===== src/rtl/char_receive_controller.sv =====
// Serial character-receive sequencer: synchronizes the line, times start/data/stop
// bits on an oversample tick, and hands LSB-first characters out over valid/ready.
module char_receive_controller #(
  parameter int OVERSAMPLE = 16,
  parameter int DATA_BITS  = 8
) (
  input  logic                 clk,
  input  logic                 rst,
  input  logic                 sample_tick,
  input  logic                 rx_in,
  input  logic                 char_ready,
  output logic [DATA_BITS-1:0] char_data,
  output logic                 char_valid,
  output logic                 frame_error,
  output logic                 overrun,
  output logic                 busy
);

  localparam int SC_W = $clog2(OVERSAMPLE);
  localparam int BC_W = $clog2(DATA_BITS + 1);

  localparam logic [SC_W-1:0] SC_HALF = SC_W'(OVERSAMPLE / 2 - 1);
  localparam logic [SC_W-1:0] SC_LAST = SC_W'(OVERSAMPLE - 1);
  localparam logic [BC_W-1:0] BC_LAST = BC_W'(DATA_BITS - 1);

  typedef enum logic [2:0] {
    IDLE,
    START,
    DATA,
    STOP,
    WAIT_HIGH
  } state_t;

  logic                 rx_meta_q;
  logic                 rx_s_q;
  state_t               state_q,       state_d;
  logic [SC_W-1:0]      sample_cnt_q,  sample_cnt_d;
  logic [BC_W-1:0]      bit_cnt_q,     bit_cnt_d;
  logic [DATA_BITS-1:0] shift_q,       shift_d;
  logic [DATA_BITS-1:0] char_data_q,   char_data_d;
  logic                 char_valid_q,  char_valid_d;
  logic                 frame_error_q, frame_error_d;
  logic                 overrun_q,     overrun_d;
  logic                 busy_q,        busy_d;

  always_comb begin
    state_d       = state_q;
    sample_cnt_d  = sample_cnt_q;
    bit_cnt_d     = bit_cnt_q;
    shift_d       = shift_q;
    char_data_d   = char_data_q;
    char_valid_d  = char_valid_q;
    frame_error_d = 1'b0;
    overrun_d     = 1'b0;

    // Consumer handshake runs every cycle; a delivery below may re-assert valid.
    if (char_valid_q && char_ready) begin
      char_valid_d = 1'b0;
    end

    if (sample_tick) begin
      case (state_q)
        IDLE: begin
          if (!rx_s_q) begin
            state_d      = START;
            sample_cnt_d = '0;
          end
        end

        START: begin
          if (sample_cnt_q == SC_HALF) begin
            sample_cnt_d = '0;
            if (rx_s_q) begin
              state_d = IDLE;
            end else begin
              state_d   = DATA;
              bit_cnt_d = '0;
            end
          end else begin
            sample_cnt_d = sample_cnt_q + SC_W'(1);
          end
        end

        DATA: begin
          if (sample_cnt_q == SC_LAST) begin
            shift_d      = {rx_s_q, shift_q[DATA_BITS-1:1]};
            sample_cnt_d = '0;
            bit_cnt_d    = bit_cnt_q + BC_W'(1);
            if (bit_cnt_q == BC_LAST) begin
              state_d = STOP;
            end
          end else begin
            sample_cnt_d = sample_cnt_q + SC_W'(1);
          end
        end

        STOP: begin
          if (sample_cnt_q == SC_LAST) begin
            sample_cnt_d = '0;
            if (rx_s_q) begin
              state_d = IDLE;
              if (!char_valid_q || char_ready) begin
                char_data_d  = shift_q;
                char_valid_d = 1'b1;
              end else begin
                overrun_d = 1'b1;
              end
            end else begin
              state_d       = WAIT_HIGH;
              frame_error_d = 1'b1;
            end
          end else begin
            sample_cnt_d = sample_cnt_q + SC_W'(1);
          end
        end

        WAIT_HIGH: begin
          if (rx_s_q) begin
            state_d = IDLE;
          end
        end

        default: begin
          state_d = IDLE;
        end
      endcase
    end

    busy_d = (state_d != IDLE);
  end

  always_ff @(posedge clk) begin
    if (rst) begin
      rx_meta_q     <= 1'b1;
      rx_s_q        <= 1'b1;
      state_q       <= IDLE;
      sample_cnt_q  <= '0;
      bit_cnt_q     <= '0;
      shift_q       <= '0;
      char_data_q   <= '0;
      char_valid_q  <= 1'b0;
      frame_error_q <= 1'b0;
      overrun_q     <= 1'b0;
      busy_q        <= 1'b0;
    end else begin
      rx_meta_q     <= rx_in;
      rx_s_q        <= rx_meta_q;
      state_q       <= state_d;
      sample_cnt_q  <= sample_cnt_d;
      bit_cnt_q     <= bit_cnt_d;
      shift_q       <= shift_d;
      char_data_q   <= char_data_d;
      char_valid_q  <= char_valid_d;
      frame_error_q <= frame_error_d;
      overrun_q     <= overrun_d;
      busy_q        <= busy_d;
    end
  end

  assign char_data   = char_data_q;
  assign char_valid  = char_valid_q;
  assign frame_error = frame_error_q;
  assign overrun     = overrun_q;
  assign busy        = busy_q;

endmodule


===== config.mk =====
export PLATFORM = sky130hd
export DESIGN_NAME = char_receive_controller
export DESIGN_NICKNAME = d
export VERILOG_FILES = /design/src/rtl/char_receive_controller.sv
export SDC_FILE = /design/constraint.sdc
export NUM_CORES = 1
export LEC_CHECK = 0
export BUFFER_PORTS_ARGS = -buffer_cell sky130_fd_sc_hd__buf_2
export CAP_MARGIN = 0
export CORE_ASPECT_RATIO = 0.6
export CORE_MARGIN = 3
export CORE_UTILIZATION = 60
export DETAILED_ROUTE_END_ITERATION = 10
export GPL_TIMING_DRIVEN = 0
export PLACE_DENSITY = 0.81
export SLEW_MARGIN = 40
export SYNTH_ARGS = -nofsm -noshare
export SYNTH_HDL_FRONTEND = slang
export SYNTH_SLANG_ARGS = --single-unit

===== constraint.sdc =====
create_clock -name clk -period 4.5 [get_ports clk]
set_clock_uncertainty 0.1 [all_clocks]
set_input_delay 0.9 -clock clk [delete_from_list [all_inputs] [get_ports clk]]
set_output_delay 0.9 -clock clk [all_outputs]
set_load 0.01 [all_outputs]

==> run_summary.xml, run 1 <==
<?xml version="1.0" encoding="UTF-8"?>
<metrics>
  <group name="run_status">
    <metric name="run_status" unit="">finished clean</metric>
  </group>
  <group name="clocking">
    <metric name="max-clock-path-buffers" unit="">2</metric>
    <metric name="cts_resized" unit="">0</metric>
    <metric name="clkLatencyLatePin" unit="ps">280</metric>
    <metric name="worst_path_clk_slew" unit="ps">60</metric>
    <metric name="postCtsSetupRepairBufs" unit="">0</metric>
    <metric name="ctsHtreeMaxLevel" unit="">2</metric>
    <metric name="cts_inserted_buffers" unit="">5</metric>
    <metric name="cts.root.buffer_cell" unit="">sky130_fd_sc_hd__clkbuf_8</metric>
    <metric name="cts-hold-fix-buffers" unit="">0</metric>
    <metric name="cts_sinks" unit="">33</metric>
    <metric name="cts_tree" unit="">built</metric>
  </group>
  <group name="sta">
    <metric name="timing.fmax" unit="GHz">0.452</metric>
    <metric name="hold_viol" unit="">0</metric>
    <metric name="max-slew-margin-rel" unit="%">64.4</metric>
    <metric name="timing.hold.ws" unit="ps">309</metric>
    <metric name="setup_tns" unit="ps">0</metric>
    <metric name="setup_violations" unit="">0</metric>
    <metric name="time_the_final_worst_path_needs_with_i_o_delays_and_setup" unit="ps">2210</metric>
    <metric name="rsz0062_at_grt" unit="">false</metric>
    <metric name="final_min_period_over_clock_period" unit="%">49.2</metric>
    <metric name="number_of_pins_exceeding_their_max_slew_limit_in_the_final_report" unit="">0</metric>
    <metric name="max_slew.worst_pin.slew" unit="ps">532</metric>
  </group>
  <group name="worst_setup_path">
    <metric name="worst_setup_path_start_kind" unit="">flop</metric>
    <metric name="ff2ff_setup_slack" unit="ps">2290</metric>
    <metric name="worstPathArrival" unit="ps">2270</metric>
    <metric name="crit-reg2reg-launch" unit="">sample_cnt_q[0]$_SDFFE_PP0P_</metric>
    <metric name="worst_ep_required_time" unit="ps">4550</metric>
    <metric name="critPathKind" unit="">reg -&gt; reg</metric>
    <metric name="endpoint_kind" unit="">flop</metric>
    <metric name="critPathMaxFanout" unit="">8</metric>
    <metric name="r2r_end" unit="">char_data[1]$_SDFFE_PP0P_</metric>
    <metric name="cp-endpoint" unit="">char_data[1]$_SDFFE_PP0P_</metric>
    <metric name="worst_setup_path_startpoint" unit="">sample_cnt_q[0]$_SDFFE_PP0P_</metric>
    <metric name="r2r.worst_path.cells" unit="">6</metric>
  </group>
  <group name="final_layout">
    <metric name="final_area" unit="sq um">1630</metric>
    <metric name="post_layout_nonfiller_instances" unit="">210</metric>
    <metric name="drive_above_1_share" unit="%">19.4</metric>
    <metric name="synthToLayoutAreaGrowth" unit="%">13.4</metric>
    <metric name="finish.utilization" unit="%">73.8</metric>
    <metric name="n_antenna_cell" unit="">0</metric>
    <metric name="num-nets-final" unit="">186</metric>
    <metric name="fillCellCount" unit="">176</metric>
  </group>
  <group name="flow_run">
    <metric name="cap_viol_max_count" unit="">0</metric>
  </group>
  <group name="die">
    <metric name="fp.coreArea" unit="sq um">2210</metric>
    <metric name="die_area" unit="sq um">3040</metric>
    <metric name="core.rowCount" unit="">13</metric>
    <metric name="die_width" unit="um">69.2</metric>
    <metric name="start_util" unit="%">65.0</metric>
    <metric name="die_h" unit="um">43.9</metric>
    <metric name="pin_count" unit="">17</metric>
  </group>
  <group name="yosys">
    <metric name="yosys.area.top_type_share" unit="%">45.9</metric>
    <metric name="synthesis.nets" unit="">164</metric>
    <metric name="yosys_warnings" unit="">0</metric>
    <metric name="synthesis.area" unit="sq um">1440</metric>
    <metric name="synth_edf_count" unit="">0</metric>
    <metric name="synth.top_cells.by_area" unit="">sky130_fd_sc_hd__dfxtp_1, sky130_fd_sc_hd__mux2i_1, sky130_fd_sc_hd__nor2_1, sky130_fd_sc_hd__a21oi_1, sky130_fd_sc_hd__nand2_1</metric>
    <metric name="synth_flop_cell" unit="">sky130_fd_sc_hd__dfxtp_1</metric>
    <metric name="post_synth_num_cell_types" unit="">39</metric>
    <metric name="yosys_register_bits" unit="">33</metric>
    <metric name="yosys.cell_count.top_type" unit="">sky130_fd_sc_hd__dfxtp_1</metric>
    <metric name="postSynth.asyncResetShare" unit="%">0</metric>
    <metric name="mean_syn_cell_area" unit="sq um">9.16</metric>
    <metric name="seq_area_frac_synth" unit="%">45.9</metric>
    <metric name="cell_type_with_the_highest_aggregate_area_in_the_netlist" unit="">sky130_fd_sc_hd__dfxtp_1</metric>
    <metric name="post_syn_instances" unit="">157</metric>
    <metric name="ys_top_cells_by_count" unit="">sky130_fd_sc_hd__dfxtp_1, sky130_fd_sc_hd__nor2_1, sky130_fd_sc_hd__nand2_1</metric>
  </group>
  <group name="detailed_routing">
    <metric name="drt_first_pass_iters" unit="">5</metric>
    <metric name="routed_via_density" unit="">5.60</metric>
    <metric name="route.vias.total" unit="">1176</metric>
    <metric name="drc" unit="">0</metric>
    <metric name="wirelength" unit="um">2820</metric>
    <metric name="post_drt_wl_per_cell" unit="um">13.4</metric>
    <metric name="drt-initial-drc-count" unit="">73</metric>
    <metric name="postRouteAntennaNets" unit="">0</metric>
  </group>
  <group name="place">
    <metric name="dp_cell_count" unit="">202</metric>
    <metric name="dp.final_hpwl" unit="um">2050</metric>
    <metric name="placed_area" unit="sq um">1550</metric>
    <metric name="port_buffers" unit="">15</metric>
    <metric name="gp_weighted_congestion" unit="">0.733</metric>
  </group>
  <group name="power">
    <metric name="clock_network_power_share" unit="%">39.8</metric>
    <metric name="p_comb_share" unit="%">4.1</metric>
    <metric name="p_seq_share" unit="%">56.1</metric>
    <metric name="vdd.ir_drop.worst" unit="uV">156</metric>
    <metric name="power.share.switching" unit="%">21.4</metric>
    <metric name="p_per_area" unit="nW/um^2">321</metric>
    <metric name="p_int" unit="mW">0.411</metric>
    <metric name="power.leakage" unit="nW">0.699</metric>
    <metric name="p_sw" unit="mW">0.112</metric>
  </group>
  <group name="grt">
    <metric name="grt.total_usage" unit="%">20.2</metric>
    <metric name="antenna_violations_before_repair" unit="">0</metric>
    <metric name="grt_first_pass_wirelength" unit="um">4790</metric>
    <metric name="globalRoute.totalOverflow" unit="">0</metric>
    <metric name="grt_max_degree" unit="">11</metric>
    <metric name="grt_pass1_vias" unit="">1068</metric>
  </group>
  <group name="min_path">
    <metric name="worstHoldPathType" unit="">reg -&gt; reg</metric>
  </group>
</metrics>
## critical path, stage by stage (launching register included)
cell and delay [ps]:
sky130_fd_sc_hd__dfxtp_1 380, sky130_fd_sc_hd__ha_1 270, sky130_fd_sc_hd__nand3_1 240, sky130_fd_sc_hd__nor3_1 300, sky130_fd_sc_hd__nand3_1 440, sky130_fd_sc_hd__mux2i_1 300
sky130_fd_sc_hd__nor2_1 50
## stage by stage
stage	setup slack (ps)	power (mW)
floorplan	2400	0.316
global placement	2190	0.321
detailed placement	2160	0.322
CTS	2300	0.525
global route	2060	0.540
finish	2290	0.524
## worst min-delay path by stage
stage	from	to	slack [ps]	cells past startpoint
floorplan	rx_meta_q$_SDFF_PP1_	rx_s_q$_SDFF_PP1_	290	1
global placement	rx_meta_q$_SDFF_PP1_	rx_s_q$_SDFF_PP1_	300	1
detailed placement	rx_meta_q$_SDFF_PP1_	rx_s_q$_SDFF_PP1_	290	1
CTS	rx_meta_q$_SDFF_PP1_	rx_s_q$_SDFF_PP1_	310	1
global route	rx_meta_q$_SDFF_PP1_	rx_s_q$_SDFF_PP1_	330	1
finish	rx_meta_q$_SDFF_PP1_	rx_s_q$_SDFF_PP1_	310	1
## final cells by class
cell class	instances	area (sq um)	area share, %
sequential	33	661	40.5
timing repair buffer	15	75.1	4.60
buffer	10	73.8	4.52
clock buffer	8	80.1	4.91
multi-input combinational	111	693	42.5
tap	30	37.5	2.30
inverter	3	11.3	0.690
## logic make-up after synthesis
family                     after synthesis  synth area share (%)
muxes                                    9                  6.26
adders and majority gates                2                  1.74
xor gates and xnor gates                 4                  2.44
AOI/OAI and AO/OA                       28                  13.0
DFF                                     33                  45.9
and+or+nand+nor                         68                  24.8
buffers and inverters                   13                  5.91
## cell usage in the layout (no fill, tap or decap), types with 3 or more instances in the layout
master | netlist | routed
sky130_fd_sc_hd__a21oi_1 | 12 | 12
sky130_fd_sc_hd__buf_2 | 2 | 17
sky130_fd_sc_hd__buf_4 | 3 | 3
sky130_fd_sc_hd__buf_6 | 3 | 3
sky130_fd_sc_hd__clkbuf_1 | 2 | 5
sky130_fd_sc_hd__clkbuf_8 | 0 | 5
sky130_fd_sc_hd__dfxtp_1 | 33 | 33
sky130_fd_sc_hd__inv_1 | 3 | 3
sky130_fd_sc_hd__mux2i_1 | 9 | 9
sky130_fd_sc_hd__nand2_1 | 15 | 15
sky130_fd_sc_hd__nand3_1 | 10 | 10
sky130_fd_sc_hd__nor2_1 | 20 | 20
sky130_fd_sc_hd__nor3_1 | 5 | 5
sky130_fd_sc_hd__o211ai_1 | 3 | 3
sky130_fd_sc_hd__xor2_1 | 3 | 3
## metal layers
metal	share of wire (%)	routed length, um	track usage [%]
met1	50	1420	28.0
met5	0	0	0
met3	5.3	148	6.94
met2	43	1220	29.9
met4	0.85	24	5.84
## power groups by stage
| stage | combinational [mW] | sequential, mW | clock [mW] |
|---|---|---|---|
| 2_1_floorplan | 0.0153 | 0.301 | 0 |
| 3_3_place_gp | 0.0206 | 0.300 | 0 |
| 3_5_place_dp | 0.0211 | 0.300 | 0 |
| 4_1_cts | 0.0212 | 0.294 | 0.210 |
| 5_1_grt | 0.0237 | 0.294 | 0.222 |
| 6_report | 0.0213 | 0.294 | 0.208 |
## state kept, by name, summed over array words and instances, names as in the netlist, 3 cells and up
register,cells
bit_cnt_q,4
char_data,8
shift_q,8
state_q,3
sample_cnt_q,4
(Power assumes the default switching activity.)
==> inputs of run 2 (changes only) <==
--- a/config.mk
+++ b/config.mk
@@ -9,10 +9,10 @@
 export CAP_MARGIN = 0
 export CORE_ASPECT_RATIO = 0.6
 export CORE_MARGIN = 3
-export CORE_UTILIZATION = 60
+export CORE_UTILIZATION = 50
 export DETAILED_ROUTE_END_ITERATION = 10
 export GPL_TIMING_DRIVEN = 0
-export PLACE_DENSITY = 0.81
+export PLACE_DENSITY = 0.72
 export SLEW_MARGIN = 40
 export SYNTH_ARGS = -nofsm -noshare
 export SYNTH_HDL_FRONTEND = slang
==> constraint.sdc (replaced) <==
create_clock -name clk -period 2 [get_ports clk]
set_clock_uncertainty 0.1 [all_clocks]
set_input_delay 0.4 -clock clk [delete_from_list [all_inputs] [get_ports clk]]
set_output_delay 0.4 -clock clk [all_outputs]
set_load 0.01 [all_outputs]
==> run_summary.xml, run 2 (synthesis results as in run 1) <==
<?xml version="1.0" encoding="UTF-8"?>
<metrics>
  <group name="worst_setup_path">
    <metric name="timing.critical_path.max_delay_family" unit="">simple AND/OR/NAND/NOR gates</metric>
    <metric name="r2r_end" unit="">bit_cnt_q[1]$_SDFFE_PP0P_</metric>
    <metric name="critPathMaxFanout" unit="">9</metric>
    <metric name="worst_setup_path_startpoint" unit="">state_q[1]$_SDFF_PP0_</metric>
    <metric name="critical_path.cell_chain" unit="">or3b_4 &gt; nor3b_4 &gt; o21ai_2 &gt; or4_4 &gt; a21oi_2</metric>
    <metric name="crit-reg2reg-launch" unit="">state_q[1]$_SDFF_PP0_</metric>
    <metric name="worst_setup_path_start_kind" unit="">flop</metric>
    <metric name="cp-endpoint" unit="">bit_cnt_q[1]$_SDFFE_PP0P_</metric>
    <metric name="critical_path_depth" unit="">5</metric>
    <metric name="endpoint_kind" unit="">flop</metric>
    <metric name="critPathKind" unit="">reg -&gt; reg</metric>
    <metric name="cp_slowest_stage_delay" unit="ps">430</metric>
    <metric name="worstPathArrival" unit="ps">2070</metric>
    <metric name="critPathBufInv" unit="">0</metric>
    <metric name="cell_at_the_slowest_stage_of_the_critical_path" unit="">sky130_fd_sc_hd__or3b_4</metric>
    <metric name="ff2ff_setup_slack" unit="ps">50</metric>
    <metric name="worst_ep_required_time" unit="ps">2120</metric>
    <metric name="r2r.worst_path.cells" unit="">5</metric>
  </group>
  <group name="die">
    <metric name="start_util" unit="%">54.8</metric>
    <metric name="fp.coreArea" unit="sq um">2630</metric>
    <metric name="pin_count" unit="">17</metric>
    <metric name="die_area" unit="sq um">3580</metric>
    <metric name="core.rowCount" unit="">14</metric>
    <metric name="die_h" unit="um">47.6</metric>
    <metric name="die_width" unit="um">75.3</metric>
  </group>
  <group name="sta">
    <metric name="timing.hold.ws" unit="ps">213</metric>
    <metric name="hold_viol" unit="">0</metric>
    <metric name="number_of_pins_exceeding_their_max_slew_limit_in_the_final_report" unit="">0</metric>
    <metric name="max_slew.worst_pin.slew" unit="ps">444</metric>
    <metric name="max-slew-margin-rel" unit="%">70.4</metric>
    <metric name="time_the_final_worst_path_needs_with_i_o_delays_and_setup" unit="ps">1950</metric>
    <metric name="rsz0062_at_grt" unit="">false</metric>
    <metric name="setup_tns" unit="ps">0</metric>
    <metric name="setup_violations" unit="">0</metric>
    <metric name="timing.fmax" unit="GHz">0.513</metric>
    <metric name="timing.final.ws_setup" unit="ps">51.8</metric>
    <metric name="final_min_period_over_clock_period" unit="%">97.4</metric>
  </group>
  <group name="detailed_routing">
    <metric name="drt-initial-drc-count" unit="">84</metric>
    <metric name="postRouteAntennaNets" unit="">0</metric>
    <metric name="route.vias.total" unit="">1215</metric>
    <metric name="post_drt_wl_per_cell" unit="um">14.6</metric>
    <metric name="drc" unit="">0</metric>
    <metric name="drt_first_pass_iters" unit="">4</metric>
    <metric name="wirelength" unit="um">3130</metric>
    <metric name="routed_via_density" unit="">5.68</metric>
  </group>
  <group name="grt">
    <metric name="grt.total_usage" unit="%">18.5</metric>
    <metric name="antenna_violations_before_repair" unit="">0</metric>
    <metric name="grt_max_degree" unit="">11</metric>
    <metric name="grt_first_pass_wirelength" unit="um">4820</metric>
    <metric name="grt_pass1_vias" unit="">1054</metric>
    <metric name="globalRoute.totalOverflow" unit="">0</metric>
  </group>
  <group name="place">
    <metric name="dp.final_hpwl" unit="um">2150</metric>
    <metric name="dp_cell_count" unit="">204</metric>
    <metric name="preCtsSetupSlack" unit="ps">-208</metric>
    <metric name="gp_weighted_congestion" unit="">0.812</metric>
    <metric name="port_buffers" unit="">15</metric>
  </group>
  <group name="flow_run">
    <metric name="cap_viol_max_count" unit="">0</metric>
  </group>
  <group name="clocking">
    <metric name="cts_inserted_buffers" unit="">5</metric>
    <metric name="worst_path_clk_slew" unit="ps">70</metric>
    <metric name="cts_sinks" unit="">33</metric>
    <metric name="cts_tree" unit="">built</metric>
    <metric name="cts.root.buffer_cell" unit="">sky130_fd_sc_hd__clkbuf_8</metric>
    <metric name="cts-hold-fix-buffers" unit="">0</metric>
    <metric name="clkLatencyLatePin" unit="ps">280</metric>
    <metric name="max-clock-path-buffers" unit="">2</metric>
    <metric name="ctsHtreeMaxLevel" unit="">2</metric>
  </group>
  <group name="final_layout">
    <metric name="multi_input_comb_area" unit="sq um">731</metric>
    <metric name="n_antenna_cell" unit="">0</metric>
    <metric name="seq_area" unit="sq um">663</metric>
    <metric name="finish.utilization" unit="%">65.6</metric>
    <metric name="layout_common_cells" unit="">sky130_fd_sc_hd__dfxtp_1, sky130_fd_sc_hd__nor2_1, sky130_fd_sc_hd__buf_2</metric>
    <metric name="synthToLayoutAreaGrowth" unit="%">19.8</metric>
    <metric name="drive_above_1_share" unit="%">26.4</metric>
    <metric name="num-nets-final" unit="">188</metric>
    <metric name="post_layout_nonfiller_instances" unit="">214</metric>
    <metric name="most_common_cell_after_layout_fill_and_taps_aside" unit="">sky130_fd_sc_hd__dfxtp_1</metric>
    <metric name="fillCellCount" unit="">221</metric>
  </group>
  <group name="power">
    <metric name="vdd.ir_drop.worst" unit="uV">481</metric>
    <metric name="power.leakage" unit="nW">0.725</metric>
    <metric name="p_per_area" unit="nW/um^2">785</metric>
  </group>
  <group name="min_path">
    <metric name="worstHoldPathType" unit="">in -&gt; reg</metric>
    <metric name="worst_hold_startpoint" unit="">rx_in</metric>
  </group>
  <group name="run_status">
    <metric name="run_status" unit="">finished clean</metric>
  </group>
</metrics>
==> run 2: changes by cell type in the layout (fill, tap and decap cells not counted), moves of 2 or more <==
cell                       before  now
sky130_fd_sc_hd__buf_4          3    6
sky130_fd_sc_hd__clkbuf_1       5    3
sky130_fd_sc_hd__dfxtp_1       33   31
sky130_fd_sc_hd__dfxtp_2        0    2
sky130_fd_sc_hd__nand3_1       10    8
sky130_fd_sc_hd__nand3_2        0    2
==> run 2: power breakdown <==
group          total, mW  internal, mW  switching (mW)
combinational     0.0496        0.0184          0.0311
sequential         0.661         0.660         0.00115
clock              0.642         0.406           0.236
==> run 2: worst min path at each step <==
stage	cells after the start	to	slack (ps)
detailed placement	1	rx_s_q$_SDFF_PP1_	300
floorplan	1	rx_s_q$_SDFF_PP1_	290
finish	2	rx_meta_q$_SDFF_PP1_	210
global placement	1	rx_s_q$_SDFF_PP1_	300
global route	2	rx_meta_q$_SDFF_PP1_	210
CTS	2	rx_meta_q$_SDFF_PP1_	220
==> run 2: cell type report <==
class,count,area share (%)
Multi-Input combinational cell,111,42.4
Sequential cell,33,38.5
Timing Repair Buffer,18,5.66
Clock buffer,7,5.01
Buffer,9,3.77
Tap cell,32,2.32
Clock inverter,1,1.74
Inverter,3,0.653
==> run 2: per-stage QoR <==
| stage | power [mW] | cell area (sq um) |
|---|---|---|
| 2_1_floorplan | 0.711 | 1440 |
| 3_3_place_gp | 0.723 | 1550 |
| 3_5_place_dp | 0.724 | 1550 |
| 4_1_cts | 1.36 | 1690 |
| 5_1_grt | 1.39 | 1720 |
| 6_report | 1.35 | 1720 |
==> run 2: metal layers <==
metal	global-route usage [%]	part of all wire, %	wire (um)
met5	0	0	0
met4	7.67	1.3	42
met3	6.29	7.8	244
met2	28.0	43	1330
met1	24.7	48	1510
==> run 2: what timing repair did <==
item,in CTS,in global routing
resized for setup,3,8
setup endpoints to repair,17,20
pin swaps,1,4
buffers inserted,1,2
==> inputs of run 3 (changes only) <==
--- a/config.mk
+++ b/config.mk
@@ -11,7 +11,6 @@
 export CORE_MARGIN = 3
 export CORE_UTILIZATION = 50
 export DETAILED_ROUTE_END_ITERATION = 10
-export GPL_TIMING_DRIVEN = 0
 export PLACE_DENSITY = 0.72
 export SLEW_MARGIN = 40
 export SYNTH_ARGS = -nofsm -noshare
==> run_summary.xml, run 3 (synthesis results as in run 1) <==
<?xml version="1.0" encoding="UTF-8"?>
<metrics>
  <group name="run_status">
    <metric name="run_status" unit="">finished clean</metric>
  </group>
  <group name="clocking">
    <metric name="cts_inserted_buffers" unit="">5</metric>
    <metric name="clkLatencyLatePin" unit="ps">290</metric>
    <metric name="cts.root.buffer_cell" unit="">sky130_fd_sc_hd__clkbuf_8</metric>
    <metric name="cts-hold-fix-buffers" unit="">0</metric>
    <metric name="worst_path_clk_slew" unit="ps">70</metric>
    <metric name="cts_tree" unit="">built</metric>
    <metric name="cts_sinks" unit="">33</metric>
    <metric name="max-clock-path-buffers" unit="">2</metric>
    <metric name="ctsHtreeMaxLevel" unit="">2</metric>
  </group>
  <group name="place">
    <metric name="gp_weighted_congestion" unit="">0.926</metric>
    <metric name="preCtsSetupSlack" unit="ps">-37.5</metric>
    <metric name="dp.final_hpwl" unit="um">2130</metric>
    <metric name="port_buffers" unit="">16</metric>
  </group>
  <group name="power">
    <metric name="vdd.ir_drop.worst" unit="uV">406</metric>
    <metric name="clock_network_power_share" unit="%">40.7</metric>
    <metric name="power.share.switching" unit="%">23.2</metric>
    <metric name="p_int" unit="mW">0.917</metric>
    <metric name="p_per_area" unit="nW/um^2">717</metric>
    <metric name="power.leakage" unit="nW">0.710</metric>
    <metric name="p_comb_share" unit="%">3.9</metric>
    <metric name="p_seq_share" unit="%">55.4</metric>
    <metric name="p_sw" unit="mW">0.277</metric>
  </group>
  <group name="flow_run">
    <metric name="cap_viol_max_count" unit="">0</metric>
  </group>
  <group name="final_layout">
    <metric name="fillCellCount" unit="">226</metric>
    <metric name="layout_common_cells" unit="">sky130_fd_sc_hd__dfxtp_1, sky130_fd_sc_hd__nor2_1, sky130_fd_sc_hd__buf_2</metric>
    <metric name="num-nets-final" unit="">187</metric>
    <metric name="synthToLayoutAreaGrowth" unit="%">15.7</metric>
    <metric name="n_antenna_cell" unit="">0</metric>
    <metric name="drive_above_1_share" unit="%">24.3</metric>
    <metric name="most_common_cell_after_layout_fill_and_taps_aside" unit="">sky130_fd_sc_hd__dfxtp_1</metric>
  </group>
  <group name="worst_setup_path">
    <metric name="r2r.worst_path.cells" unit="">6</metric>
    <metric name="cell_at_the_slowest_stage_of_the_critical_path" unit="">sky130_fd_sc_hd__or4_1</metric>
    <metric name="worst_setup_path_start_kind" unit="">flop</metric>
    <metric name="critPathKind" unit="">reg -&gt; reg</metric>
    <metric name="critPathMaxFanout" unit="">6</metric>
    <metric name="timing.critical_path.max_delay_family" unit="">simple AND/OR/NAND/NOR gates</metric>
    <metric name="worst_ep_required_time" unit="ps">2120</metric>
    <metric name="endpoint_kind" unit="">flop</metric>
    <metric name="cp_slowest_stage_delay" unit="ps">400</metric>
    <metric name="critical_path_depth" unit="">6</metric>
    <metric name="worstPathArrival" unit="ps">1980</metric>
    <metric name="critical_path.cell_chain" unit="">ha_4 &gt; nand3_2 &gt; nor3_4 &gt; o21ai_2 &gt; or4_1 &gt; a21oi_1</metric>
    <metric name="ff2ff_setup_slack" unit="ps">140</metric>
    <metric name="critPathBufInv" unit="">0</metric>
  </group>
  <group name="sta">
    <metric name="timing.fmax" unit="GHz">0.537</metric>
    <metric name="number_of_pins_exceeding_their_max_slew_limit_in_the_final_report" unit="">0</metric>
    <metric name="setup_tns" unit="ps">0</metric>
    <metric name="rsz0062_at_grt" unit="">false</metric>
    <metric name="time_the_final_worst_path_needs_with_i_o_delays_and_setup" unit="ps">1860</metric>
    <metric name="hold_viol" unit="">0</metric>
    <metric name="max_slew.worst_pin.slew" unit="ps">326</metric>
    <metric name="final_min_period_over_clock_period" unit="%">93.0</metric>
    <metric name="setup_violations" unit="">0</metric>
    <metric name="timing.final.ws_setup" unit="ps">140</metric>
    <metric name="max-slew-margin-rel" unit="%">78.1</metric>
  </group>
  <group name="grt">
    <metric name="grt_pass1_vias" unit="">1064</metric>
    <metric name="grt.total_usage" unit="%">18.6</metric>
    <metric name="grt_max_degree" unit="">17</metric>
    <metric name="grt_first_pass_wirelength" unit="um">4760</metric>
    <metric name="globalRoute.totalOverflow" unit="">0</metric>
    <metric name="antenna_violations_before_repair" unit="">0</metric>
  </group>
  <group name="die">
    <metric name="die_h" unit="um">47.6</metric>
    <metric name="die_area" unit="sq um">3580</metric>
    <metric name="fp.coreArea" unit="sq um">2630</metric>
    <metric name="core.rowCount" unit="">14</metric>
    <metric name="die_width" unit="um">75.3</metric>
    <metric name="start_util" unit="%">54.8</metric>
    <metric name="pin_count" unit="">17</metric>
  </group>
  <group name="min_path">
    <metric name="holdPathStages" unit="">2</metric>
    <metric name="worstHoldPathType" unit="">in -&gt; reg</metric>
  </group>
  <group name="detailed_routing">
    <metric name="postRouteAntennaNets" unit="">0</metric>
    <metric name="drt-initial-drc-count" unit="">77</metric>
    <metric name="post_drt_wl_per_cell" unit="um">14.2</metric>
    <metric name="drt_first_pass_iters" unit="">5</metric>
    <metric name="route.vias.total" unit="">1199</metric>
    <metric name="routed_via_density" unit="">5.63</metric>
    <metric name="wirelength" unit="um">3030</metric>
    <metric name="drc" unit="">0</metric>
  </group>
</metrics>
## run 3: repair_timing
action,CTS,global route
endpoints found under the setup margin,2,11
buffers inserted,1,0
resized for setup,1,3
gates cloned,0,0
pin swaps,1,1
## run 3: worst paths after layout
kind | startpoint | to
hold reg to reg | rx_meta_q$_SDFF_PP1_ | rx_s_q$_SDFF_PP1_
setup / recovery | sample_cnt_q[1]$_SDFFE_PP0P_ | bit_cnt_q[1]$_SDFFE_PP0P_
hold / removal | rx_in | rx_meta_q$_SDFF_PP1_
setup reg to reg | sample_cnt_q[1]$_SDFFE_PP0P_ | bit_cnt_q[1]$_SDFFE_PP0P_
## run 3: power by group through the flow
| stage | clock (mW) | sequential [mW] | combinational (mW) |
|---|---|---|---|
| after floorplan | 0 | 0.676 | 0.0344 |
| after global placement | 0 | 0.676 | 0.0451 |
| after detailed placement | 0 | 0.676 | 0.0459 |
| after CTS | 0.497 | 0.661 | 0.0461 |
| after global routing | 0.531 | 0.661 | 0.0509 |
| final | 0.486 | 0.661 | 0.0468 |
## run 3: stage by stage
stage | utilization (%) | total power [mW] | std cells | hold WS (ps) | instance area (sq um)
after global routing | 63.4 | 1.24 | 213 | 212 | 1670
after floorplan | - | 0.711 | 157 | 289 | 1440
after global placement | 59.1 | 0.721 | 204 | 303 | 1550
final | 63.4 | 1.19 | 213 | 220 | 1670
after detailed placement | 59.1 | 0.722 | 204 | 294 | 1550
after CTS | 62.8 | 1.20 | 213 | 215 | 1650
## run 3: final cells by class
cell class / instances / area [sq um] / area share (%)
well taps: 32 / 40.0 / 2.40
inverters: 3 / 11.3 / 0.676
multi-input cells: 111 / 711 / 42.7
repair buffers: 26 / 155 / 9.32
clock inverters: 3 / 17.5 / 1.05
clock buffers: 5 / 68.8 / 4.13
flip-flops and latches: 33 / 662 / 39.7
## run 3: per-layer routing
layer | routed length [um] | share of wire (%) | track usage (%)
met1 | 1450 | 48 | 23.2
met2 | 1270 | 42 | 28.9
met3 | 228 | 7.5 | 6.29
met4 | 82 | 2.7 | 10.5
met5 | 0 | 0 | 0
